===== src/rtl/bta_acc_if.sv =====
// Stream bundle for bta_acc: run control, operand input and result output.
// The master drives run control, operands and result ready; the slave is the accumulator.
interface bta_acc_if #(
  parameter int DW = 16,
  parameter int LW = 8
);
  logic              i_start;
  logic [LW-1:0]     i_len;
  logic              o_busy;
  logic [DW-1:0]     i_din;
  logic              i_din_vld;
  logic              o_din_rdy;
  logic [DW+LW-1:0]  o_dout;
  logic              o_dout_vld;
  logic              i_dout_rdy;

  modport master (
    output i_start, i_len, i_din, i_din_vld, i_dout_rdy,
    input  o_busy, o_din_rdy, o_dout, o_dout_vld
  );

  modport slave (
    input  i_start, i_len, i_din, i_din_vld, i_dout_rdy,
    output o_busy, o_din_rdy, o_dout, o_dout_vld
  );
endinterface


===== src/rtl/bta_acc.sv =====
// Run accumulator for the lower-bit-rounding approximate adder.
// Low DW_AC bits of each operand are rounded away; the sum is re-aligned on output.
module bta_acc #(
  parameter int DW    = 16,
  parameter int DW_AC = 8,
  parameter int LW    = 8,
  parameter int DWS   = DW + LW
) (
  input logic       i_clk,
  input logic       i_rst_n,
  bta_acc_if.slave  bus
);
  localparam int RW = DW - DW_AC;
  localparam int AW = RW + LW;

  localparam logic [1:0] S_IDLE = 2'd0;
  localparam logic [1:0] S_ACC  = 2'd1;
  localparam logic [1:0] S_OUT  = 2'd2;

  logic [1:0]     state;
  logic [AW-1:0]  acc;
  logic [AW-1:0]  acc_nxt;
  logic [LW-1:0]  cnt;
  logic [DWS-1:0] dout;
  logic           dout_vld;
  logic [RW-1:0]  rnd;

  generate
    if (DW_AC == 0) begin : g_exact
      assign rnd = bus.i_din;
    end else begin : g_round
      logic [RW-1:0] hi;
      logic          half;
      assign hi   = bus.i_din[DW-1:DW_AC];
      assign half = bus.i_din[DW_AC-1];
      // saturate instead of wrapping when the upper part is already all ones
      assign rnd  = (&hi) ? hi : hi + RW'(half);
    end
  endgenerate

  assign acc_nxt = acc + AW'(rnd);

  always_ff @(posedge i_clk or negedge i_rst_n) begin
    if (!i_rst_n) begin
      state    <= S_IDLE;
      acc      <= '0;
      cnt      <= '0;
      dout     <= '0;
      dout_vld <= 1'b0;
    end else begin
      unique case (1'b1)
        (state == S_IDLE): begin
          if (bus.i_start) begin
            acc <= '0;
            cnt <= bus.i_len;
            if (bus.i_len != '0) begin
              state <= S_ACC;
            end else begin
              state    <= S_OUT;
              dout     <= '0;
              dout_vld <= 1'b1;
            end
          end
        end
        (state == S_ACC): begin
          if (bus.i_din_vld) begin
            acc <= acc_nxt;
            cnt <= cnt - LW'(1);
            if (cnt == LW'(1)) begin
              state    <= S_OUT;
              dout     <= DWS'(acc_nxt) << DW_AC;
              dout_vld <= 1'b1;
            end
          end
        end
        (state == S_OUT): begin
          if (bus.i_dout_rdy) begin
            state    <= S_IDLE;
            dout_vld <= 1'b0;
          end
        end
        default: state <= S_IDLE;
      endcase
    end
  end

  assign bus.o_busy     = (state != S_IDLE);
  assign bus.o_din_rdy  = (state == S_ACC);
  assign bus.o_dout     = dout;
  assign bus.o_dout_vld = dout_vld;
endmodule


===== src/flat_wrapper.sv =====
// flat-port wrapper written by rule: the top's interface ports become plain ports
module bta_acc_flat 
#(
  parameter int DW    = 16,
  parameter int DW_AC = 8,
  parameter int LW    = 8,
  parameter int DWS   = DW + LW
)
  (i_clk, i_rst_n, bus_i_start, bus_i_len, bus_i_din, bus_i_din_vld, bus_i_dout_rdy, bus_o_busy, bus_o_din_rdy, bus_o_dout, bus_o_dout_vld);
  bta_acc_if #(.DW(DW), .LW(LW)) bus_i ();
  input logic i_clk;
  input logic i_rst_n;
  input wire logic [$bits(bus_i.i_start)-1:0] bus_i_start;
  input wire logic [$bits(bus_i.i_len)-1:0] bus_i_len;
  input wire logic [$bits(bus_i.i_din)-1:0] bus_i_din;
  input wire logic [$bits(bus_i.i_din_vld)-1:0] bus_i_din_vld;
  input wire logic [$bits(bus_i.i_dout_rdy)-1:0] bus_i_dout_rdy;
  output wire logic [$bits(bus_i.o_busy)-1:0] bus_o_busy;
  output wire logic [$bits(bus_i.o_din_rdy)-1:0] bus_o_din_rdy;
  output wire logic [$bits(bus_i.o_dout)-1:0] bus_o_dout;
  output wire logic [$bits(bus_i.o_dout_vld)-1:0] bus_o_dout_vld;
  assign bus_i.i_start = bus_i_start;
  assign bus_i.i_len = bus_i_len;
  assign bus_i.i_din = bus_i_din;
  assign bus_i.i_din_vld = bus_i_din_vld;
  assign bus_i.i_dout_rdy = bus_i_dout_rdy;
  assign bus_o_busy = bus_i.o_busy;
  assign bus_o_din_rdy = bus_i.o_din_rdy;
  assign bus_o_dout = bus_i.o_dout;
  assign bus_o_dout_vld = bus_i.o_dout_vld;
  bta_acc #(.DW(DW), .DW_AC(DW_AC), .LW(LW), .DWS(DWS)) u_core (.i_clk(i_clk), .i_rst_n(i_rst_n), .bus(bus_i));
endmodule

===== config.mk =====
export PLATFORM = sky130hd
export DESIGN_NAME = bta_acc_flat
export DESIGN_NICKNAME = d
export VERILOG_FILES = /design/src/rtl/bta_acc_if.sv /design/src/rtl/bta_acc.sv /design/src/flat_wrapper.sv
export SDC_FILE = /design/constraint.sdc
export NUM_CORES = 1
export LEC_CHECK = 0
export CORE_MARGIN = 2
export CORE_UTILIZATION = 40
export DETAILED_ROUTE_END_ITERATION = 8
export GPL_TIMING_DRIVEN = 0
export SYNTH_ARGS = -nofsm -noshare
export SYNTH_HDL_FRONTEND = slang
export SYNTH_SLANG_ARGS = --single-unit
export TNS_END_PERCENT = 100

===== constraint.sdc =====
create_clock -name i_clk -period 2.4 [get_ports i_clk]
set_input_delay 0.6 -clock i_clk [delete_from_list [all_inputs] [get_ports i_clk]]
set_output_delay 0.6 -clock i_clk [all_outputs]
set_load 0.02 [all_outputs]

==> impl_metrics.yaml, run 1 <==
logic_synthesis:
  synth_area_per_cell_sq_um: 8.816
  yosysSeqAreaShare_pct: 37.67
  synth_top_family_by_area: "compound AO/OA/AOI/OAI gates"
  synth_compound_area_share_pct: 24.35
  ys_types: 55
  muxShareOfSynthArea_pct: 0.3504
  ys_warn_count: 0
  yosys_most_used_dff: "dfrtp_1"
  async_flop_share_pct: 100.0
  synth_top_area_share_pct: 37.67
  synth_edf_count: 0
  synthAdderAreaFrac_pct: 6.395
  synthTopCellsByArea: "dfrtp_1, nand2_1, ha_1, a21oi_1, nor2_1"
  synth_area_leader_cell: "dfrtp_1"
  synth-seq-cells: 43
  synthTopCellsByCount: "nand2_1, dfrtp_1, nor2_1, a21oi_1, o21ai_0"
  synth-simple-area-share_pct: 20.94
  netlist_area_sq_mm: 0.002856
  netlist_instances: 324
  yosysMostFrequentCell: "nand2_1"
  synthXorXnorAreaFrac_pct: 3.986
worst_setup_path:
  critPathSlowestCell: "ha_4"
  rr_worst_depth: 12
  r2r_setup_slack_ns: 0.32
  worst_setup_path_start_kind: "primary input"
  path_common_cell: "buf_6"
  critPathMaxFanout: 5
  crit_type: "primary input to flip-flop"
  timing.rr.start: "u_core.acc[0]"
  cp.required_ns: 2.62
  endpoint_kind: "flip-flop"
  r2r_end: "u_core.bus.o_dout[19]"
  path_cells: "buf_8 -> and3_4 -> and3_4 -> nand4_1 -> buf_4 -> buf_6 -> nand2_2 -> ha_4 -> nand4_1 -> buf_6 -> buf_4 -> buf_6 -> a211oi_4 -> buf_6 -> o211ai_1 -> o211ai_1"
  arrival_ns: 2.96
  max_stage_delay_ns: 0.29
place:
  dp_slack_ns: -1.300
  port_buffers: 40
  gp_congestion: 0.8112
  place_inst: 468
  place_hpwl_um: 5382
  placed_area_sq_mm: 0.003521
routing:
  drcViolationCount: 0
  dr.pass1.iters: 4
  wl_per_cell_um: 15.69
  dr.first_iter.drc_count: 83
  postRouteAntennaNets: 0
  vias: 2696
  via_per_inst: 5.318
  routed_wl_um: 7956
clock_network:
  root_buffer: "clkbuf_8"
  clkTransAtPathRegs_ns: 0.09
  h-tree-depth: 2
  hold_buffers: 0
  cts_buffer_depth: 2
  tritoncts: "built"
  cts-buffers-inserted: 5
  clk_latency_ns: 0.30
  cts.sinks: 43
floorplan:
  dieHeight_um: 88.51
  rows: 30
  initial_core_util_pct: 41.58
  num_io_pins: 56
  core_area_sq_mm: 0.006869
  die-area_sq_mm: 0.007833
  die_w_um: 88.51
cells_and_area:
  postLayoutCellArea_sq_mm: 0.004113
  stdcell_count: 507
  area_delta_synth_final_pct: 43.98
  post-route-util_pct: 59.87
  nNetsFinal: 453
  diodes: 0
  drive_gt1_share_pct: 30.41
sta:
  hold_viol_final: 0
  layout_setup_ws_ns: -0.3360
  fmax_ghz: 0.3655
  clock_skew_ns: 0.006433
  holdWs_ns: 0.2377
  timing.slew.headroom_pct: 54.79
  drv_slew: 0
  rsz0062_at_grt: "yes"
  post-route-period-util_pct: 114.0
  finalSetupTns_ns: -5.029
  worst_pin_slew_ns: 0.6782
  setup_violations: 24
  finalCriticalPeriod_ns: 2.736
pwr:
  cellLeakagePower_nw: 1.709
  ir_worst_vdd_v: 0.0005234
  power.density_mw_per_mm2: 1033
  power_mw: 4.249
global_routing:
  grt-ovfl-total: 0
  grt_pass1_wl_um: 12810
  grt_max_degree: 28
  gr-usage-all-layers_pct: 21.23
  grt_busiest_layer: "met2"
  use_met1_pct: 28.91
  antenna_found_initial: 0
  grt_use_met3_pct: 4.104
  grt_pass1_vias: 2641
  grtUsageMet2_pct: 34.52
status:
  violations: "setup timing"
  status: "complete, but fails checks"
min_path:
  hold_class: "primary input to asynchronous set/reset pin"
job:
  max_cap_viol_count: 0
[worst max-delay path by stage]
| stage | start | endpoint | slack, ns | depth (start not counted) |
|---|---|---|---|---|
| 2_1_floorplan | bus_i_din[10] | u_core.acc[10] | -0.44 | 12 |
| 3_3_place_gp | bus_i_din[10] | u_core.acc[14] | -1.32 | 13 |
| 3_5_place_dp | bus_i_din[10] | u_core.acc[10] | -1.30 | 13 |
| 4_1_cts | bus_i_din[11] | u_core.bus.o_dout[23] | -0.32 | 13 |
| 5_1_grt | bus_i_din[11] | u_core.acc[15] | -0.46 | 15 |
| 6_report | bus_i_din[11] | u_core.bus.o_dout[19] | -0.34 | 16 |
[report_power, final]
| part | switching (mW) | leakage [nW] | internal, mW |
|---|---|---|---|
| Combinational | 1.41 | 1.13 | 1.16 |
| Clock | 0.262 | 0.0422 | 0.205 |
| Sequential | 0.233 | 0.539 | 0.973 |
| Total | 1.91 | 1.71 | 2.34 |
[critical path: cells and delay by family]
family	cells	cell delay [ns]
simple gates	5	0.69
fa+ha+maj	1	0.29
compound gates	3	0.44
buf+inv	7	0.93
[registers in the layout (all words and copies together), names as in the netlist]
name / cells
u_core.acc: 16
u_core.state: 2
u_core.cnt: 8
u_core.bus.o_dout: 16
u_core.bus.o_dout_vld: 1
[per-layer routing]
metal / vias up / part of all wire, %
li1: 1307 / -
met1: 1293 / 46
met2: 88 / 47
met3: 8 / 5.6
met5: - / 0
met4: 0 / 1.3
[cell type report]
class	instances	area (sq um)
Sequential cell	43	1076
Fill cell	615	2756
Timing Repair Buffer	73	681.9
Clock inverter	1	5.005
Inverter	12	47.55
Clock buffer	7	76.32
Multi-Input combinational cell	255	1978
Tap cell	96	120.1
Buffer	20	127.6
[layout by cell type (no fill, tap or decap), types with 3 or more instances in the layout]
cell	synthesis	final
xnor2_1	6	3
a21oi_2	0	4
a21oi_1	22	16
a21oi_4	1	3
buf_4	9	34
or3_1	6	5
conb_1	1	8
dfrtp_1	43	43
buf_6	2	10
ha_1	13	3
nand2b_1	6	3
a32o_1	3	3
nand2_4	0	3
clkbuf_1	5	7
nand2_1	47	41
o21ai_1	3	7
nand3_1	8	7
ha_4	0	8
nand2_2	0	3
o211ai_1	13	13
nor3_1	5	4
clkdlybuf4s50_1	0	29
xor2_1	7	6
o21ai_0	20	13
nor2_1	28	26
a21o_1	6	5
clkbuf_8	0	5
buf_2	3	5
xnor2_2	0	3
inv_1	11	10
nand2b_4	0	3
o31ai_1	12	11
[logic make-up after synthesis]
| logic type | Yosys count |
|---|---|
| muxes | 1 |
| AOI/OAI and AO/OA | 100 |
| xor gates and xnor gates | 13 |
| DFF | 43 |
| other | 1 |
| buffers and inverters | 33 |
| and+or+nand+nor | 119 |
| adders and majority gates | 14 |
[repair_timing]
item / in CTS / in global routing
pin swaps: 43 / 29
hold endpoints to repair: 0 / 0
endpoints found under the setup margin: 31 / 26
gates resized for setup: 70 / 26
buffers inserted: 23 / 9
(Power assumes the default switching activity.)
==> inputs of run 2 (changes only) <==
- ABC_AREA: not set -> 1
==> run 2 against run 1 <==
Against the previous run:
- power increased by 5.4%
- global-route usage decreased by 0.92 points
- critical path depth decreased by 12
- fmax increased by 18%
- combinational power increased by 7%
- setup slack improved by 0.41 ns
- utilization decreased by 3.2 points
- largest power group unchanged
- non-clock buffer count decreased by 22
- the flow now finishes without violations
- flip-flop and latch count unchanged
- area after synthesis increased by 3.9%
- cell area decreased by 0.61%
- sequential power decreased by 4%
==> impl_metrics.yaml, run 2 <==
status:
  status: "complete, no violations"
routing:
  postRouteAntennaNets: 0
  vias: 2943
  routed_wl_um: 7999
  dr.pass1.iters: 4
  dr.first_iter.drc_count: 104
  wl_per_cell_um: 13.56
  via_per_inst: 4.988
  drcViolationCount: 0
logic_synthesis:
  synthTopCellsByCount: "nand2_1, inv_1, dfrtp_1, nand3_1, o21ai_0"
  synth-seq-cells: 43
  async_flop_share_pct: 100.0
  yosysSeqAreaShare_pct: 36.24
  synth_edf_count: 0
  ys_types: 33
  ys_warn_count: 0
  synthTopCellsByArea: "dfrtp_1, nand2_1, inv_1, ha_1, nand3_1"
  netlist_instances: 424
  yosys_most_used_dff: "dfrtp_1"
  yosysMostFrequentCell: "nand2_1"
  synth_area_per_cell_sq_um: 7.003
  netlist_area_sq_mm: 0.002969
  synth_area_leader_cell: "dfrtp_1"
  synth_top_area_share_pct: 36.24
worst_setup_path:
  worst_path_dominant_cell_family: "buffers and inverters"
  critPathSlowestCell: "dfrtp_1"
  max_stage_delay_ns: 0.44
  rr_worst_depth: 12
  cp.required_ns: 1.80
  cp.buffers_inverters: 3
  worst_setup_path_start_kind: "flip-flop"
  arrival_ns: 1.73
  critPathMaxFanout: 10
  crit_type: "flip-flop to output port"
  cp_num_cells: 4
  endpoint_kind: "output port"
  path_cells: "nor2_2 -> buf_4 -> clkbuf_4 -> clkdlybuf4s15_2"
pwr:
  power_mw: 4.479
  ir_worst_vdd_v: 0.0005546
  power.density_mw_per_mm2: 1096
  cellLeakagePower_nw: 2.014
global_routing:
  grt_pass1_wl_um: 13480
  grt_pass1_vias: 2962
  gr-usage-all-layers_pct: 20.31
  grt_busiest_layer: "met2"
  grt_use_met3_pct: 3.437
  grt-ovfl-total: 0
  use_met1_pct: 26.53
  grtUsageMet2_pct: 34.84
  grt_max_degree: 26
  antenna_found_initial: 0
cells_and_area:
  diodes: 0
  multi_input_area_sq_mm: 0.001913
  layout_commonest_cell: "nand2_1"
  n_fill_cell: 717
  post-route-util_pct: 56.66
  nNetsFinal: 534
  regArea_sq_mm: 0.001076
  area_delta_synth_final_pct: 37.67
  layout_common_cells: "nand2_1, inv_1, dfrtp_1"
  drive_gt1_share_pct: 27.49
  postLayoutCellArea_sq_mm: 0.004088
  stdcell_count: 590
min_path:
  hold_class: "primary input to asynchronous set/reset pin"
sta:
  layout_setup_ws_ns: 0.07250
  setup_violations: 0
  finalCriticalPeriod_ns: 2.328
  rsz0062_at_grt: "yes"
  holdWs_ns: 0.2386
  finalSetupTns_ns: 0
  clock_skew_ns: 0.01226
  drv_slew: 0
  hold_viol_final: 0
  fmax_ghz: 0.4296
  post-route-period-util_pct: 96.98
job:
  max_cap_viol_count: 0
floorplan:
  dieHeight_um: 90.16
  initial_core_util_pct: 41.16
  rows: 31
  die-area_sq_mm: 0.008128
  die_w_um: 90.16
  num_io_pins: 56
  core_area_sq_mm: 0.007214
place:
  port_buffers: 40
  placed_area_sq_mm: 0.003638
  dp_slack_ns: -1.023
  gp_congestion: 0.8634
  place_hpwl_um: 5798
  place_inst: 571
clock_network:
  hold_buffers: 0
  cts.sinks: 43
  cts-buffers-inserted: 5
  tritoncts: "built"
  cts_buffer_depth: 2
  clk_latency_ns: 0.30
  root_buffer: "clkbuf_8"
  clkTransAtPathRegs_ns: 0.09
  h-tree-depth: 2
[run 2: cell types whose count changed after synthesis, sizes merged, moves of 12 or more]
cell    delta
o31ai     -13
o21ai     +15
nand3     +19
nand2     +90
o211ai    -12
nand4     +13
inv       +47
[run 2: routing by layer]
metal,vias to the layer above,wire (um)
li1,1478,-
met1,1390,3740
met2,62,3842
met3,13,298
met4,0,118
met5,-,0
[run 2: final cells by class]
| type | instances | area share (%) |
|---|---|---|
| Tap cell | 99 | 3.030 |
| Clock inverter | 1 | 0.7346 |
| Sequential cell | 43 | 26.32 |
| Clock buffer | 6 | 1.775 |
| Timing Repair Buffer | 53 | 12.61 |
| Multi-Input combinational cell | 311 | 46.80 |
| Buffer | 18 | 3.122 |
| Inverter | 59 | 5.601 |
[run 2: final timing paths]
path,startpoint,end,slack [ns]
worst max-delay path,u_core.state[1],bus_o_din_rdy,0.07
worst min-delay path,i_rst_n,u_core.bus.o_dout_vld,0.24
worst max register to register,u_core.acc[0],u_core.acc[14],0.62
worst min register to register,u_core.bus.o_dout[20],u_core.bus.o_dout[20],0.48
max in group asynchronous,i_rst_n,u_core.acc[5],1.67
min in group i_clk,u_core.bus.o_dout[20],u_core.bus.o_dout[20],0.48
[run 2: timing repair]
action                                  4_1_cts  5_1_grt
endpoints found under the hold margin         0        0
endpoints found under the setup margin       31       27
gates resized for setup                      63       61
setup buffers                                 3        9
pin swaps                                    18       42
[run 2: kinds of logic (layout without fill, tap and decap cells)]
logic type	after synthesis	after routing	synth area share (%)
adder cells (fa/ha/maj)	14	14	6.153
AND/OR/NAND/NOR	227	227	33.71
AO/OA/AOI/OAI	58	58	10.83
buffers and inverters	77	137	11.76
flip-flops	43	43	36.24
other	1	8	0.1263
XOR/XNOR	4	4	1.180
[run 2: report_power, final]
part	switching [mW]	leakage, nW	internal (mW)	total [mW]
Clock	0.256	0.0513	0.306	0.561
Sequential	0.197	0.561	0.966	1.16
Combinational	1.72	1.40	1.04	2.76
[run 2: worst register-to-register path: stages, from the launching register on]
cell and delay [ns]:
dfrtp_1 0.40, ha_4 0.15, inv_2 0.04, fa_2 0.39, inv_2 0.10, buf_6 0.11, nand2_2 0.06, nand3_4 0.09
nand2_2 0.07, nand2_1 0.06, nand2_1 0.06, nand4_1 0.08, nand2_1 0.06
==> inputs of run 3 (changes only) <==
- CAP_MARGIN: not set -> 20
==> results of run 3 <==
The final DEF is identical to that of run 2; final timing and power are the same.
